## src/rtl/joy_serial_pkg.sv

```systemverilog
// Shared constants, slot-phase type and frame-length helper for the serial joystick reader.
package joy_serial_pkg;

    localparam int unsigned JOY_NUM_PLAYERS_DEF = 2;
    localparam int unsigned JOY_BITS_DEF        = 12;
    localparam int unsigned JOY_SKIP_DEF        = 1;
    localparam int unsigned JOY_CLK_DIV_DEF     = 16;

    typedef enum logic [1:0] {
        PH_LOAD,
        PH_SKIP,
        PH_SHIFT
    } joy_phase_e;

    // Slots per frame: one LOAD slot, the dummy slots, then every data bit.
    function automatic int unsigned joy_frame_slots(input int unsigned num_players,
                                                    input int unsigned bits_per_player,
                                                    input int unsigned skip_bits);
        return 1 + skip_bits + num_players * bits_per_player;
    endfunction

endpackage

```

## src/rtl/joy_clkgen.sv

```systemverilog
// JOY_CLK generator: free-running divider, registered shift clock and a one-cycle
// enable on the clk12 cycle just before each JOY_CLK rising edge.
module joy_clkgen
    import joy_serial_pkg::*;
#(
    parameter int unsigned CLK_DIV = JOY_CLK_DIV_DEF
) (
    input  logic i_clk,
    input  logic i_rst,
    output logic o_joy_clk,
    output logic o_rise_en
);

    localparam int unsigned DW = $clog2(CLK_DIV);

    logic [DW-1:0] r_div;
    logic          r_joy_clk;
    logic          w_wrap;

    assign w_wrap = (r_div == DW'(CLK_DIV - 1));

    always_ff @(posedge i_clk) begin
        if (i_rst) begin
            r_div     <= '0;
            r_joy_clk <= 1'b0;
        end else if (w_wrap) begin
            r_div     <= '0;
            r_joy_clk <= ~r_joy_clk;
        end else begin
            r_div <= r_div + DW'(1);
        end
    end

    assign o_joy_clk = r_joy_clk;
    assign o_rise_en = w_wrap & ~r_joy_clk;

endmodule

```

## src/rtl/joy_serial_reader.sv

```systemverilog
// Serial joystick chain reader with parametrised player count, width and header length.
// Optional frame debouncing is enabled by defining JOY_DEBOUNCE_EN.
module joy_serial_reader
    import joy_serial_pkg::*;
#(
    parameter int unsigned NUM_PLAYERS     = JOY_NUM_PLAYERS_DEF,
    parameter int unsigned BITS_PER_PLAYER = JOY_BITS_DEF,
    parameter int unsigned SKIP_BITS       = JOY_SKIP_DEF,
    parameter int unsigned CLK_DIV         = JOY_CLK_DIV_DEF
) (
    input  logic                                   clk12,
    input  logic                                   reset,
    input  logic                                   JOY_DATA,
    output logic                                   JOY_CLK,
    output logic                                   JOY_LOAD,
    output logic [NUM_PLAYERS*BITS_PER_PLAYER-1:0] joy_out,
    output logic                                   frame_strobe
);

    localparam int unsigned W  = NUM_PLAYERS * BITS_PER_PLAYER;
    localparam int unsigned F  = joy_frame_slots(NUM_PLAYERS, BITS_PER_PLAYER, SKIP_BITS);
    localparam int unsigned SW = $clog2(F);

    logic          w_rise_en;
    logic          w_joy_clk;
    joy_phase_e    w_phase;
    logic [SW-1:0] w_idx;
    logic          w_last;

    logic [SW-1:0] r_slot;
    logic          r_run;
    logic          r_load;
    logic          r_done;
    logic          r_strobe;
    logic [1:0]    r_sync;
    logic [W-1:0]  r_shadow;
    logic [W-1:0]  r_joy;
`ifdef JOY_DEBOUNCE_EN
    logic [W-1:0]  r_prev;
`endif

    joy_clkgen #(
        .CLK_DIV(CLK_DIV)
    ) u_clkgen (
        .i_clk    (clk12),
        .i_rst    (reset),
        .o_joy_clk(w_joy_clk),
        .o_rise_en(w_rise_en)
    );

    always_comb begin
        w_phase = PH_SHIFT;
        if (r_slot == '0) begin
            w_phase = PH_LOAD;
        end else if (r_slot <= SW'(SKIP_BITS)) begin
            w_phase = PH_SKIP;
        end
    end

    assign w_idx  = r_slot - SW'(1 + SKIP_BITS);
    assign w_last = (r_slot == SW'(F - 1));

    // r_run holds off slot advance so the first rise_en after reset opens slot 0.
    always_ff @(posedge clk12) begin
        if (reset) begin
            r_slot   <= '0;
            r_run    <= 1'b0;
            r_load   <= 1'b1;
            r_done   <= 1'b0;
            r_sync   <= 2'b11;
            r_shadow <= '1;
        end else begin
            r_sync <= {r_sync[0], JOY_DATA};
            r_done <= 1'b0;
            if (w_rise_en) begin
                if (!r_run) begin
                    r_run  <= 1'b1;
                    r_slot <= '0;
                    r_load <= 1'b0;
                end else begin
                    if (w_phase == PH_SHIFT) begin
                        for (int k = 0; k < W; k++) begin
                            if (w_idx == SW'(k)) begin
                                r_shadow[k] <= r_sync[1];
                            end
                        end
                    end
                    if (w_last) begin
                        r_slot <= '0;
                        r_load <= 1'b0;
                        r_done <= 1'b1;
                    end else begin
                        r_slot <= r_slot + SW'(1);
                        r_load <= 1'b1;
                    end
                end
            end
        end
    end

    always_ff @(posedge clk12) begin
        if (reset) begin
            r_joy    <= '1;
            r_strobe <= 1'b0;
`ifdef JOY_DEBOUNCE_EN
            r_prev   <= '1;
`endif
        end else begin
            r_strobe <= 1'b0;
            if (r_done) begin
`ifdef JOY_DEBOUNCE_EN
                r_prev <= r_shadow;
                if (r_shadow == r_prev) begin
                    r_joy    <= r_shadow;
                    r_strobe <= 1'b1;
                end
`else
                r_joy    <= r_shadow;
                r_strobe <= 1'b1;
`endif
            end
        end
    end

    assign JOY_CLK      = w_joy_clk;
    assign JOY_LOAD     = r_load;
    assign joy_out      = r_joy;
    assign frame_strobe = r_strobe;

endmodule

```

## config.mk

```make
export PLATFORM = sky130hd
export DESIGN_NAME = joy_serial_reader
export DESIGN_NICKNAME = d
export VERILOG_FILES = /design/src/rtl/joy_serial_pkg.sv /design/src/rtl/joy_clkgen.sv /design/src/rtl/joy_serial_reader.sv
export SDC_FILE = /design/constraint.sdc
export NUM_CORES = 1
export LEC_CHECK = 0
export ABC_AREA = 1
export BUFFER_PORTS_ARGS = -buffer_cell sky130_fd_sc_hd__clkbuf_2
export CAP_MARGIN = 15
export CORE_MARGIN = 8
export CORE_UTILIZATION = 52
export DETAILED_ROUTE_END_ITERATION = 6
export PLACE_DENSITY = 0.75
export SYNTH_ARGS = -nofsm -noshare
export SYNTH_HDL_FRONTEND = slang
export SYNTH_SLANG_ARGS = --single-unit
export TNS_END_PERCENT = 30
```

## constraint.sdc

```tcl
create_clock -name clk12 -period 1.7 [get_ports clk12]
set_clock_uncertainty 0.1 [all_clocks]
set_input_delay 0.085 -clock clk12 [delete_from_list [all_inputs] [get_ports clk12]]
set_output_delay 0.085 -clock clk12 [all_outputs]
set_load 0.01 [all_outputs]
```

# Word level (Yosys, flattened, before mapping)
# Cells that the tools add are included.
# totals
ff_bits	64
input_bits	3
# op_classes
add_sub_neg	3
magnitude_cmp	1
n_eq_ne	26
muxes	8
n_bitwise	4
n_reduce_logical	28
# ops
op	count
4-bit AND reduction	24
5-bit == test, second input constant	9
5-bit by 4-bit == test with 1-bit output, second input constant	8
5-bit by 3-bit == test with 1-bit output, second input constant	4
5-bit by 2-bit == test with 1-bit output, second input constant	2
5-bit zero test	2
5-bit 2-to-1 mux	2
5-bit by 1-bit adder with 5-bit output, second input constant	1
5-bit by 1-bit == test with 1-bit output, second input constant	1
5-bit by 1-bit <= comparator with 1-bit output, second input constant	1
5-bit by 2-bit subtractor with 5-bit output, second input constant	1
4-bit by 1-bit adder with 4-bit output, second input constant	1
4-bit == test, second input constant	1
1-bit 2-to-1 mux	4
2-bit 2-to-1 mux	2
1-bit inverter	3
3-bit OR reduction	1
2-bit == test, second input constant	1
2-bit OR reduction	1
1-bit bitwise AND	1

# Longest topological paths before layout
# Gate-level depths: netlist (run 1).
# logic_depth
ltp_word	5
depth_mapped	11
depth_no_buf	11

# Modules after synthesis
# Synthesis (run 1) repeated with hierarchy kept, for this count alone.
# hier_totals
cells_unflattened	379
area_unflattened_um2	2796.4
# modules_own_cells
mod	instances	cells_per_inst	area_each_um2	seq_area_each_um2
joy_serial_reader	1	355	2601.2	1181.1
joy_clkgen	1	24	195.2	100.1

# Worst setup path after synthesis (run 1)
# No wires, ideal clock.
# synth_timing
path_type	reg2reg
startpoint	reg r_slot[1]
endpoint	reg r_shadow[8]
setup_time_ps	130
arrival_ps	1509
path_slack_ps	-39
stages_incl_launch_ff	12
n_path_buf	1
path_cell_list	dfxtp_1 inv_1 ha_1 inv_1 nand2_1 nand2_1 nand2_2 a21oi_4 buf_6 nand3_1 nand2_1 nand3_1
# synth_between
elab_chain_len	5
# synth_lines
item	line_no	rtl
start: declaration	joy_serial_reader.sv:30	logic [SW-1:0] r_slot;
start signal: assignment	joy_serial_reader.sv:93	r_slot <= r_slot + SW'(1);
5-bit by 1-bit <= comparator with 1-bit output	joy_serial_reader.sv:55	end else if (r_slot <= SW'(SKIP_BITS)) begin
2-bit 2-to-1 mux	joy_serial_reader.sv:55	
2-bit 2-to-1 mux	joy_serial_reader.sv:53	if (r_slot == '0) begin
2-bit == test	joy_serial_reader.sv:81	if (w_phase == PH_SHIFT) begin
4-bit AND reduction (no source line) (*)	--	
end signal: indexed assignment	joy_serial_reader.sv:84	r_shadow[k] <= r_sync[1];
end: declaration	joy_serial_reader.sv:36	logic [W-1:0] r_shadow;
# Mark *: on every way between the ends. The rest lies on a longest branch, timed or not.
# A chain may end at the register's enable or synchronous reset.

# Worst setup path after layout (run 1)
# layout_timing
startpoint	reg r_slot[2]
endpoint	reg r_shadow[15]
# The elaborated chain is that of the path after synthesis.

==> run summary, run 1 <==
outcome -> finished with violations
failing checks -> setup timing
Detailed Place HPWL -> 4290 um
number of synthesized register bits -> 64
Die Y -> 90.4 um
PnR worst setup slack -> -0.00572 ns
setup TNS -> -0.00572 ns
sequential power share -> 0.507
Die W -> 90.4 um
Root Buffer -> clkbuf_8
DRC Markers -> 0
number of global-route vias before repair -> 2463
P_sw -> 0.609 mW
required time worst endpoint -> 1.83 ns
post-route ant nets -> 0
Skew-Pair Late Insertion Delay -> 0.34 ns
relative slew slack -> 0.738
worst hold-check path type -> register to register
Num CTS Buffers -> 9
Area Overhead vs Synth -> 28.1%
placed cells -> 479
initial drt markers -> 236
clock period minus final worst setup slack -> 1.71 ns
Total GRT Usage -> 0.163
die area -> 8170 um2
Setup Viol. Count Final -> 1
Post-DP Area -> 3150 um2
post-synth net total -> 394
critical path endpoint category -> register
TritonCTS clock tree -> yes
clk slew on worst S/H paths -> 0.07 ns
Hold WS -> 0.310 ns
clock power share -> 0.473
Final Cycle Share -> 1.00
P per Cell Area -> 808 nW/um2
Routed WL -> 7130 um
Layout fillers -> 456
DR vias -> 2754
Internal -> 2.37 mW
WL/cell -> 14.2 um
maximum clock rate -> 586 MHz
Total Nets Final -> 439
Syn Std Cell Area -> 2880 um2
static leakage power -> 1.59 nW
post-synthesis sequential area ratio -> 0.445
Pre-Repair DR Iteration Count -> 5
Crit path arrival time -> 1.83 ns
largest net degree at the start of global routing -> 52
fin area -> 3680 um2
worst reg2reg setup slack -> -0.006 ns
most frequent cells in the layout -> 102 x nand2_1, 69 x nand3_1, 62 x dfxtp_1
Initial Util -> 0.529
worst-path maximum fanout -> 12
Ports -> 30
Post-Synthesis Cells -> 383
Non-Filler Instances -> 503
Netlist cell types -> 26
Routability Congestion -> 0.856
H-tree level count -> 3
Core Area -> 5440 um2
first-pass GRT wire length -> 11200 um
syn_area_per_cell -> 7.51 um2
Synthesis Warnings -> 0
Fin. Hold Viols -> 0
Switching Fraction -> 0.205
Port Buffers -> 29
worst vdd ir -> 0.000594 V
fraction of layout cells with a size suffix above 1 -> 0.281
Critical Path Start Type -> register
RSZ-0062 raised after global routing -> true
commonest non-fill, non-tap cell in the layout -> nand2_1
CP Class -> register to register
grt ovf -> 0
Worst Tran Pin Value -> 0.392 ns
mean number of vias per cell -> 5.48
initial antenna violation count -> 0
combinational power share -> 0.020
Max Root-Sink Buffers -> 2
MaxCap Viol Count -> 0
Slew Viols, Final -> 0
Cell Rows -> 27
Ant. Diodes -> 0
Sink Count -> 64
Tot Pwr -> 2.98 mW
[cell usage after synthesis]
| cell | n | area, um2 |
|---|---|---|
| nor2_4 | 3 | 33.8 |
| nand4_1 | 30 | 188 |
| buf_6 | 4 | 45.0 |
| or2_2 | 3 | 18.8 |
| nand4_4 | 1 | 21.3 |
| nor2_2 | 6 | 37.5 |
| xnor2_1 | 1 | 8.76 |
| nand2_1 | 107 | 402 |
| nand3_1 | 73 | 365 |
| nand2_2 | 3 | 18.8 |
| nor4_1 | 1 | 6.26 |
| xor2_1 | 1 | 8.76 |
| a21oi_1 | 9 | 45.0 |
| o21ai_0 | 4 | 20.0 |
| o21ai_1 | 1 | 5.00 |
| inv_2 | 4 | 15.0 |
| ha_1 | 8 | 100 |
| clkbuf_1 | 14 | 52.6 |
| nor2_1 | 24 | 90.1 |
| a21oi_4 | 1 | 16.3 |
| clkinv_1 | 1 | 3.75 |
| nand3_2 | 1 | 10.0 |
| inv_1 | 15 | 56.3 |
| dfxtp_1 | 64 | 1280 |
| buf_4 | 3 | 22.5 |
| buf_2 | 1 | 5.00 |
[sequential cells by signal, summed over array words and instances (netlist names), 2 cells and up]
register,cells
joy_out,24
r_shadow,24
r_slot,5
r_sync,2
u_clkgen.r_div,4
[critical path, cell delays in order, from the launching register on]
cell	delay [ns]
dfxtp_1	0.32
buf_4	0.16
nor2_4	0.15
nand3_1	0.11
nand2_2	0.26
nand2_1	0.09
nor2_1	0.21
nand2_2	0.06
nand2_1	0.06
nand3_1	0.06
[what timing repair did]
action / 4_1_cts / 5_1_grt
hold endpoints to repair: 6 / 0
buffers inserted: 1 / 5
gates resized for setup: 6 / 45
hold buffers: 2 / 0
pin swaps: 1 / 6
setup endpoints to repair: 11 / 24
gates cloned: 1 / 2
[per-stage QoR]
stage,util,worst slack [ns]
3_5_place_dp,0.580,-0.0189
2_1_floorplan,-,0.0278
6_report,0.677,-0.00572
4_1_cts,0.633,0.0000849
5_1_grt,0.677,-0.0514
3_3_place_gp,0.580,0.0524
[area by class of cell]
cell class,count,area [um2],area share
clock buffer,10,138,0.0374
clock inverter,4,70.1,0.0190
inverter,20,85.1,0.0231
multi-input combinational,277,1560,0.424
sequential,64,1290,0.350
tap,72,90.1,0.0244
timing repair buffer,56,450,0.122
[final timing paths]
check	from	to	depth (start not counted)
worst max-delay path	r_slot[2]	r_shadow[15]	9
worst min-delay path	r_sync[0]	r_sync[1]	1
worst max register to register	r_slot[2]	r_shadow[15]	9
worst min register to register	r_sync[0]	r_sync[1]	1
[power by group through the flow]
stage	registers [mW]	logic (mW)	clock network [mW]
after floorplan	1.55	0.0360	0
after global placement	1.55	0.0542	0
after detailed placement	1.55	0.0551	0
after CTS	1.51	0.0593	1.43
after global routing	1.51	0.0647	1.49
final	1.51	0.0592	1.41
[cells by family after synthesis]
group / Yosys count / synth area share
simple gates: 252 / 0.414
buf+inv: 42 / 0.0696
compound gates: 15 / 0.0300
fa+ha+maj: 8 / 0.0348
flops: 64 / 0.445
xor+xnor: 2 / 0.00609
[routing by layer]
| layer | GRT usage | vias up | wire length (um) |
|---|---|---|---|
| met2 | 0.265 | 100 | 3460 |
| met5 | 0 | - | 0 |
| met4 | 0.0680 | 0 | 133 |
| met3 | 0.0607 | 16 | 463 |
| li1 | - | 1373 | - |
| met1 | 0.189 | 1265 | 3070 |
Power figures use the tool's default switching activity.
==> inputs of run 2 (changes only) <==
--- a/config.mk
+++ b/config.mk
@@ -12,6 +12,7 @@
 export CORE_UTILIZATION = 52
 export DETAILED_ROUTE_END_ITERATION = 6
 export PLACE_DENSITY = 0.75
+export RECOVER_POWER = 25
 export SYNTH_ARGS = -nofsm -noshare
 export SYNTH_HDL_FRONTEND = slang
 export SYNTH_SLANG_ARGS = --single-unit
==> run summary, run 2 (synthesis gave the netlist of run 1 again) <==
Slew Viols, Final -> 0 (unchanged)
grt ovf -> 0 (unchanged)
clock period minus final worst setup slack -> 1.71 ns (+0.00179 ns)
final core utilization -> 0.674 (-0.00391)
Critical Path Start Type -> register
Total Nets Final -> 439 (unchanged)
initial antenna violation count -> 0 (unchanged)
CP Class -> register to register
fraction of layout cells with a size suffix above 1 -> 0.239 (-0.0418)
critical path endpoint category -> register
Core Area -> 5440 um2 (unchanged)
PnR worst setup slack -> -0.00751 ns (-0.00179 ns)
initial drt markers -> 277 (+17%)
Final Cycle Share -> 1.00 (+0.00106)
worst-path maximum fanout -> 8 (-4)
required time worst endpoint -> 1.83 ns (about the same)
post-route ant nets -> 0 (unchanged)
Cell Rows -> 27 (unchanged)
Internal -> 2.37 mW (about the same)
die area -> 8170 um2 (unchanged)
Sink Count -> 64 (unchanged)
Max Root-Sink Buffers -> 2 (unchanged)
Detailed Place HPWL -> 4290 um (unchanged)
Num CTS Buffers -> 9 (unchanged)
DRC Markers -> 0 (unchanged)
Tot Pwr -> 2.98 mW (+0.13%)
P_sw -> 0.613 mW (+0.63%)
Pre-Repair DR Iteration Count -> 5 (unchanged)
MaxCap Viol Count -> 0 (unchanged)
Fin. Hold Viols -> 0 (unchanged)
combinational power share -> 0.020 (about the same)
P per Cell Area -> 814 nW/um2 (+0.71%)
Crit path arrival time -> 1.83 ns (about the same)
RSZ-0062 raised after global routing -> true
sequential power share -> 0.507 (about the same)
Switching Fraction -> 0.206 (+0.00103)
Setup Viol. Count Final -> 1 (unchanged)
Routability Congestion -> 0.856 (unchanged)
number of global-route vias before repair -> 2463 (unchanged)
Worst Tran Pin Value -> 0.717 ns (+0.324 ns)
static leakage power -> 1.54 nW (-2.7%)
failing checks -> setup timing
relative slew slack -> 0.522 (-0.216)
commonest non-fill, non-tap cell in the layout -> nand2_1
Root Buffer -> clkbuf_8
clk slew on worst S/H paths -> 0.07 ns (about the same)
CP peak stage delay -> 0.39 ns (+0.07 ns)
worst vdd ir -> 0.000580 V (-2.4%)
DR vias -> 2768 (+0.51%)
WL/cell -> 14.3 um (+0.66%)
clock power share -> 0.474 (about the same)
maximum clock rate -> 586 MHz (-0.11%)
first-pass GRT wire length -> 11200 um (unchanged)
worst hold-check path type -> register to register
H-tree level count -> 3 (unchanged)
Skew-Pair Late Insertion Delay -> 0.34 ns (about the same)
Area Overhead vs Synth -> 27.4%
Initial Util -> 0.529 (unchanged)
mean number of vias per cell -> 5.50 (+0.51%)
Port Buffers -> 29 (unchanged)
Top cell by count, worst path -> nand2_2
Die W -> 90.4 um (unchanged)
Routed WL -> 7180 um (+0.66%)
TritonCTS clock tree -> yes
Die Y -> 90.4 um (unchanged)
most frequent cells in the layout -> 102 x nand2_1, 69 x nand3_1, 62 x dfxtp_1
outcome -> finished with violations
critical path's slowest cell -> dfxtp_4
Layout fillers -> 466 (+2.2%)
largest net degree at the start of global routing -> 52 (unchanged)
Total GRT Usage -> 0.163 (unchanged)
Ant. Diodes -> 0 (unchanged)
CP cell instances -> inv_4 -> ha_4 -> inv_2 -> nand2_2 -> nand2_2 -> nand2_4 -> a21oi_4 -> buf_12 -> clkbuf_16 -> nand2_2 -> nand2_1 -> nand3_1
Ports -> 30 (unchanged)
[run 2: critical path: cells and delay by family, from the launching register on]
kind | cells | cell delay (ns)
and+or+nand+nor | 6 | 0.37
buffers and inverters | 4 | 0.40
adders and majority gates | 1 | 0.15
AOI/OAI and AO/OA | 1 | 0.17
DFF | 1 | 0.39
[run 2: power groups by stage]
stage | registers, mW | logic [mW] | clock network, mW
6_report | 1.51 | 0.0594 | 1.41
5_1_grt | 1.51 | 0.0647 | 1.49
4_1_cts | 1.51 | 0.0593 | 1.43
3_5_place_dp | 1.55 | 0.0551 | 0
3_3_place_gp | 1.55 | 0.0542 | 0
2_1_floorplan | 1.55 | 0.0360 | 0
[run 2: layout make-up]
cell class | count | area [um2] | share of cell area
clock buffer | 10 | 138 | 0.0376
tap | 72 | 90.1 | 0.0246
multi-input combinational | 277 | 1560 | 0.427
timing repair buffer | 56 | 429 | 0.117
clock inverter | 4 | 70.1 | 0.0191
inverter | 20 | 85.1 | 0.0232
sequential | 64 | 1290 | 0.352
[run 2: worst paths after layout]
path                            startpoint           end  slack (ns)  cells after the start
worst max register to register   r_slot[0]  r_shadow[15]      -0.008                     12
worst min-delay path             r_sync[0]     r_sync[1]        0.31                      1
worst max-delay path             r_slot[0]  r_shadow[15]      -0.008                     12
worst min register to register   r_sync[0]     r_sync[1]        0.31                      1
[run 2: routing by layer]
layer / track usage / wire [um] / vias to the layer above
li1: - / - / 1370
met1: 0.189 / 3080 / 1276
met2: 0.265 / 3440 / 106
met3: 0.0607 / 526 / 16
met4: 0.0680 / 137 / 0
met5: 0 / 0 / -
[run 2: timing repair]
action                     in CTS  in global routing
hold buffers                    2                  0
gates cloned                    1                  2
setup endpoints to repair      11                 24
setup buffers                   1                  5
pin swaps                       1                  6
hold endpoints to repair        6                  0
resized for setup               6                 45
[run 2: metrics by stage]
stage	hold slack (ns)	std cells	cell area (um2)	setup slack, ns	setup TNS, ns
floorplan	0.0888	383	2880	0.0278	0
global placement	0.172	479	3150	0.0524	0
global route	0.340	503	3660	-0.0514	-0.403
CTS	0.314	497	3440	0.0000849	0
detailed placement	0.173	479	3150	-0.0189	-0.0407
finish	0.310	503	3660	-0.00751	-0.00751
